===== config.mk =====
export PLATFORM = sky130hd
export DESIGN_NAME = cache_refill_ctrl
export DESIGN_NICKNAME = d
export VERILOG_FILES = /design/src/rtl/cache_refill_ctrl.sv
export SDC_FILE = /design/constraint.sdc
export NUM_CORES = 1
export LEC_CHECK = 0
export BUFFER_PORTS_ARGS = -buffer_cell sky130_fd_sc_hd__buf_2
export CAP_MARGIN = 20
export CORE_MARGIN = 3
export CORE_UTILIZATION = 45
export DETAILED_ROUTE_END_ITERATION = 8
export PLACE_DENSITY = 0.76
export SKIP_LAST_GASP = 1
export SYNTH_ARGS = -nofsm -noshare
export SYNTH_HDL_FRONTEND = slang
export SYNTH_SLANG_ARGS = --single-unit

===== constraint.sdc =====
create_clock -name clock -period 4.5 [get_ports clock]
set_input_delay 0.45 -clock clock [delete_from_list [all_inputs] [get_ports clock]]
set_output_delay 0.45 -clock clock [all_outputs]
set_load 0.01 [all_outputs]

===== src/rtl/cache_refill_ctrl.sv =====
// Read-side refill controller for the direct-mapped data cache: tag lookup,
// miss fetch over a req/ack memory handshake, bank fill and full-cache flush.
module cache_refill_ctrl #(
    parameter int unsigned INDEX_W = 10,
    parameter int unsigned CNT_W   = 16
) (
    input  logic              clock,
    input  logic              reset,
    input  logic              cpu_req,
    input  logic [31:0]       cpu_addr,
    input  logic              flush,
    output logic              cpu_ready,
    output logic [31:0]       cpu_rdata,
    output logic              busy,
    input  logic              hit,
    input  logic [31:0]       cache_rdata,
    output logic [31:0]       bank_addr,
    output logic              bank_write,
    output logic              bank_valid,
    output logic [31:0]       bank_wdata,
    output logic              mem_req,
    output logic [31:0]       mem_addr,
    input  logic              mem_ack,
    input  logic [31:0]       mem_rdata,
    output logic [CNT_W-1:0]  miss_count
);

    localparam int unsigned ADDR_W = 32;
    localparam int unsigned DATA_W = 32;

    typedef enum logic [2:0] {
        ST_IDLE    = 3'd0,
        ST_LOOKUP  = 3'd1,
        ST_COMPARE = 3'd2,
        ST_MEM_REQ = 3'd3,
        ST_FILL    = 3'd4,
        ST_DONE    = 3'd5,
        ST_FLUSH   = 3'd6
    } state_t;

    state_t             r_state;
    state_t             w_state_nxt;
    logic [ADDR_W-1:0]  r_addr_q;
    logic [ADDR_W-1:0]  w_addr_nxt;
    logic [DATA_W-1:0]  r_data_q;
    logic [DATA_W-1:0]  w_data_nxt;
    logic [DATA_W-1:0]  r_rdata_hold;
    logic [DATA_W-1:0]  w_rdata_nxt;
    logic [INDEX_W-1:0] r_idx;
    logic [INDEX_W-1:0] w_idx_nxt;
    logic [CNT_W-1:0]   r_miss_cnt;
    logic [CNT_W-1:0]   w_miss_nxt;

    assign miss_count = r_miss_cnt;

    // State and datapath registers; reset clears everything immediately.
    always_ff @(posedge clock or negedge reset) begin
        if (!reset) begin
            r_state      <= ST_IDLE;
            r_addr_q     <= '0;
            r_data_q     <= '0;
            r_rdata_hold <= '0;
            r_idx        <= '0;
            r_miss_cnt   <= '0;
        end else begin
            r_state      <= w_state_nxt;
            r_addr_q     <= w_addr_nxt;
            r_data_q     <= w_data_nxt;
            r_rdata_hold <= w_rdata_nxt;
            r_idx        <= w_idx_nxt;
            r_miss_cnt   <= w_miss_nxt;
        end
    end

    // Next-state and state-decoded outputs; hit data is returned in COMPARE itself.
    always_comb begin
        w_state_nxt = r_state;
        w_addr_nxt  = r_addr_q;
        w_data_nxt  = r_data_q;
        w_rdata_nxt = r_rdata_hold;
        w_idx_nxt   = r_idx;
        w_miss_nxt  = r_miss_cnt;
        cpu_ready   = 1'b0;
        cpu_rdata   = r_rdata_hold;
        busy        = 1'b1;
        bank_addr   = '0;
        bank_write  = 1'b0;
        bank_valid  = 1'b0;
        bank_wdata  = '0;
        mem_req     = 1'b0;
        mem_addr    = '0;

        case (r_state)
            ST_IDLE: begin
                busy = 1'b0;
                if (flush) begin
                    w_idx_nxt   = '0;
                    w_state_nxt = ST_FLUSH;
                end else if (cpu_req) begin
                    w_addr_nxt  = cpu_addr;
                    w_state_nxt = ST_LOOKUP;
                end
            end
            ST_LOOKUP: begin
                bank_addr   = r_addr_q;
                w_state_nxt = ST_COMPARE;
            end
            ST_COMPARE: begin
                bank_addr = r_addr_q;
                if (hit) begin
                    cpu_ready   = 1'b1;
                    cpu_rdata   = cache_rdata;
                    w_rdata_nxt = cache_rdata;
                    w_state_nxt = ST_IDLE;
                end else begin
                    if (r_miss_cnt != {CNT_W{1'b1}}) begin
                        w_miss_nxt = r_miss_cnt + CNT_W'(1);
                    end
                    w_state_nxt = ST_MEM_REQ;
                end
            end
            ST_MEM_REQ: begin
                mem_req  = 1'b1;
                mem_addr = {r_addr_q[ADDR_W-1:2], 2'b00};
                if (mem_ack) begin
                    w_data_nxt  = mem_rdata;
                    w_state_nxt = ST_FILL;
                end
            end
            ST_FILL: begin
                bank_write  = 1'b1;
                bank_valid  = 1'b1;
                bank_addr   = r_addr_q;
                bank_wdata  = r_data_q;
                w_state_nxt = ST_DONE;
            end
            ST_DONE: begin
                cpu_ready   = 1'b1;
                cpu_rdata   = r_data_q;
                w_rdata_nxt = r_data_q;
                w_state_nxt = ST_IDLE;
            end
            ST_FLUSH: begin
                bank_write = 1'b1;
                bank_valid = 1'b0;
                bank_addr  = ADDR_W'({r_idx, 2'b00});
                w_idx_nxt  = r_idx + INDEX_W'(1);
                if (&r_idx) begin
                    w_state_nxt = ST_IDLE;
                end
            end
            default: begin
                w_state_nxt = ST_IDLE;
            end
        endcase
    end

endmodule


### After elaboration in Yosys (flattened, before gate mapping)

Cells that the tools add are included.

* reduce and logical (&&, ||, !) cells: 10
* divide/modulo/power cells: 0
* order comparisons: 0
* bitwise operators: 2
* equal/unequal tests: 11
* muxes and demuxes: 19
* multiply operators: 0
* shifts and indexed selects: 0
* add/subtract/negate cells: 2

Operators by type and width (number)
* 32-bit one-hot mux with 2 select lines: 2
* 32-bit 2-to-1 mux: 3
* 10-bit one-hot mux with 2 select lines: 1
* 3-bit one-hot mux with 6 select lines: 1
* 16-bit by 1-bit adder with 16-bit output (second input constant): 1
* 16-bit != test (second input constant): 1
* 3-bit 2-to-1 mux: 4
* 10-bit by 1-bit adder with 10-bit output (second input constant): 1
* 10-bit 2-to-1 mux: 1
* 10-bit AND reduction: 1
* 3-bit equality test (second input constant): 3
* 3-bit AND reduction: 3
* 3-bit by 2-bit equality test with 1-bit output (second input constant): 2
* 2-bit != test (second input constant): 3
* 1-bit 2-to-1 mux: 5
* 2-bit AND reduction: 2
* 3-bit by 1-bit equality test with 1-bit output (second input constant): 1
* 3-bit logical NOT: 1
* 3-bit != test (second input constant): 1
* 3-bit OR reduction: 1
* 2-bit 2-to-1 mux: 1
* 1-bit NOT: 2
* 1-bit one-hot mux with 2 select lines: 1
* 2-bit nonzero test: 1
* 2-bit OR reduction: 1

* logic and storage cells: 50
* bits of input ports: 102
* memories: 0
* memory bits (writable): 0
* ROM bits: 0
* bits in registers: 125
* latch bits: 0

### Longest topological paths before layout

* depth in word-level cells: 3
* gate-level depth with buffers: 6
* depth with buffers taken out: 5

### Worst setup path after synthesis

Ideal clock, no wire load.

* path kind: register -> output
* start: register r_state[1]
* end: output cpu_rdata[0]
* path slack: 2.570 ns
* buffers on the path: 3
* data arrival time: 1.480 ns
* cell stages (with the launch flop): 7
* required time: 4.050 ns
* path through: dfrtp_1 buf_4 nor4bb_1 clkbuf_1 nor2_1 clkbuf_1 a21o_1

* word-level cells in the longest chain between the ends: 2
* elaborated cells between the ends (all ways): 3
* those cells by class: 2 x eq/ne; 1 x mux

Ends and longest elaborated chain
* start: declaration: line 41 `state_t r_state;`
* start signal: assignment: line 66 `r_state <= w_state_nxt;`
* 3-bit equality test or 3-bit by 2-bit equality test with 1-bit output (tied branches): line 93 `case (r_state)`
* 32-bit one-hot mux with 2 select lines (*): line 93
* end: declaration: line 13 `output logic [31:0] cpu_rdata,`

Every way passes the cells marked *; elsewhere a longest branch is shown, timed or not.

### Worst setup path after layout

* start: register r_state[1]
* end: output cpu_rdata[16]

Same word-level chain as after synthesis.

==> flow_summary.yaml <==
finish:
  syn_to_final_growth_pct: 34.3
  fin_cells: 937
  drive_gt1_share_pct: 47.3
  fill_cells: 1029
  nets: 856
  final_area_um2: 8080
  multiInputGateArea_um2: 2730
  seq_area_um2: 3130
  antenna_cells: 0
worst_setup_path:
  startpoint: "r_state[1]"
  worstPathArrival_ps: 2460
  r2r-start: "r_state[0]"
  start_kind: "flip-flop"
  required_ps: 4050
  critical_path_peak_fanout: 33
  endpoint_kind: "output port"
  crit_type: "flip-flop to output port"
clock_network:
  root_buffer: "clkbuf_16"
  cts_inserted_buffers: 17
  cts_tree: "yes"
  clock_latency_ps: 410
  cts_buffer_depth: 2
  cts-resized-gates: 0
  post_cts_buffers: 0
  cts_sinks: 125
  clk_pin_slew_ps: 50
  htree_levels: 4
  ctsHoldBuffers: 1
synth:
  synth_flop_cell: "dfrtp_1"
  synth-edff-count: 0
  synthDistinctLibCells: 46
  synth_cells: 509
  yosys_register_bits: 125
  syn-cell-area_um2: 6020
  avgSynthCellArea_um2: 11.8
  ys_warn_count: 0
  seq_area_frac_synth_pct: 52.0
  synth-async-reset-ratio_pct: 100
floorplan:
  initial_core_util_pct: 46.9
  die-width_um: 122
  rows: 41
  top_level_ports: 251
  die-area_um2: 14800
  chipHeight_um: 122
  core_um2: 12800
sta:
  finalSetupViolCount: 0
  fmax_mhz: 343
  holdWs_ps: 263
  rsz0062_at_grt: "false"
  period_share_pct: 64.7
  period_needed_ps: 2910
  tns_ps: 0
  finClkSkew_ps: 9.75
  hold_viol: 0
  worstMarginPinSlew_ps: 888
  finalMaxSlewViolations: 0
  relSlewSlack_pct: 40.8
power:
  powerDensity_nw_per_um2: 699
  p_leak_nw: 4.36
  peakVddDrop_uv: 332
grt:
  antenna_found_initial: 0
  overflow: 0
  grt_max_degree: 62
  grt_util_all_layers_pct: 21.8
  first_global_vias: 5058
  grt_pass1_wl_mm: 25.4
route:
  viasPerCell: 5.34
  drcViolationCount: 0
  detail_route.wl_per_cell_um: 17.6
  drt_pass1_iterations: 4
  wl_mm: 16.5
  drtIter0Drc: 243
  final_antenna_net_count: 0
  vias: 5008
worst_hold_path:
  holdCritStartpoint: "cpu_addr[0]"
  hold_path.class: "input port to flip-flop"
placed_design:
  gp_congestion: 0.850
  dp.cells: 902
  place_area_um2: 7400
  hpwl_mm: 12.0
  port_buffers: 248
run_status:
  outcome: "finished, final reports clean"
job:
  drv_cap: 0
path summary, 6_finish.rpt:
check / to / slack, ps / cells past startpoint
worst max-delay path: cpu_rdata[16] / 1590 / 6
worst min-delay path: r_addr_q[0] / 260 / 2
worst max register to register: r_data_q[2] / 2100 / 4
worst min register to register: r_rdata_hold[9] / 470 / 1
max in group asynchronous: r_idx[6] / 2900 / 3
min in group asynchronous: r_data_q[31] / 510 / 2
flip-flops by register name (all words and copies together), names as in the netlist:
register      cells
r_addr_q         32
r_data_q         32
r_rdata_hold     32
miss_count       16
r_idx            10
r_state           3
cells in the mapped netlist (all sizes together) (2+ instances only):
| cell type | instances | area [um2] |
|---|---|---|
| o21ai | 12 | 60.1 |
| a21oi | 2 | 10.0 |
| nand3 | 8 | 40.0 |
| nand3b | 4 | 30.0 |
| nand2 | 15 | 56.3 |
| and4 | 6 | 52.6 |
| nor3 | 6 | 35.0 |
| inv | 6 | 22.5 |
| mux2i | 2 | 20.0 |
| o211ai | 7 | 52.6 |
| nand4 | 4 | 40.0 |
| xor2 | 4 | 35.0 |
| a22o | 41 | 359 |
| xnor2 | 13 | 114 |
| and2 | 85 | 532 |
| buf | 14 | 77.6 |
| nor2b | 2 | 12.5 |
| nor4b | 3 | 53.8 |
| o2111ai | 2 | 17.5 |
| dfrtp | 125 | 3130 |
| and3b | 2 | 17.5 |
| nor2 | 7 | 28.8 |
| mux2 | 65 | 732 |
| a21o | 33 | 248 |
| clkbuf | 21 | 78.8 |
| and3 | 4 | 25.0 |
| ha | 2 | 25.0 |
| o31ai | 3 | 22.5 |
through the flow:
step,setup WS (ps),power (mW),utilization [%]
global placement,1760,4.07,57.7
detailed placement,1610,4.18,57.7
CTS,1120,5.66,62.7
finish,1590,5.65,63.0
global route,1410,5.98,63.0
floorplan,2570,3.28,-
where the power goes:
group | switching [mW] | internal [mW]
logic | 1.13 | 1.11
registers | 0.368 | 1.58
clock network | 0.480 | 0.969
total | 1.98 | 3.67
cell families (layout without fill, tap and decap cells):
logic type	count (synthesis)	count (layout)	synth area share [%]
AOI/OAI and AO/OA	106	106	13.6
xor gates and xnor gates	17	17	2.47
adders and majority gates	2	2	0.416
buffers and inverters	41	296	2.97
DFF	125	125	52.0
muxes	67	67	12.5
other	1	2	0.0623
and+or+nand+nor	150	150	15.9
layout make-up:
class	count	area share, %
multi-input cells	344	33.8
inverters	6	0.279
clock inverters	10	2.00
repair buffers	258	16.6
clock buffers	22	5.87
well taps	172	2.66
flip-flops and latches	125	38.7
cell usage in the layout (no fill, tap or decap), types with 6 or more instances in the layout:
master	synthesis	final
dfrtp_1	125	125
mux2_2	65	65
and2_1	84	84
a22o_1	41	41
buf_4	3	8
inv_1	6	6
o211ai_1	7	7
xnor2_1	13	13
o21ai_0	10	10
a21o_1	33	33
and4_1	6	6
nand3_1	8	8
nand2_1	15	15
clkbuf_16	0	17
buf_2	11	247
layer usage:
layer / track usage, % / part of all wire [%] / vias to the layer above
met5: 0 / 0 / -
met4: 8.61 / 1.4 / 0
met3: 5.25 / 6.7 / 22
met2: 38.8 / 53 / 188
met1: 25.2 / 39 / 2491
li1: - / - / 2307
critical path, cell delays in order (launching register included):
cell and delay (ps):
dfrtp_1 650, nor4bb_4 270, buf_4 380, nor2_2 180, buf_16 210, a21o_1 210
buf_2 150
No activity file was read; power rests on OpenSTA's default activity.
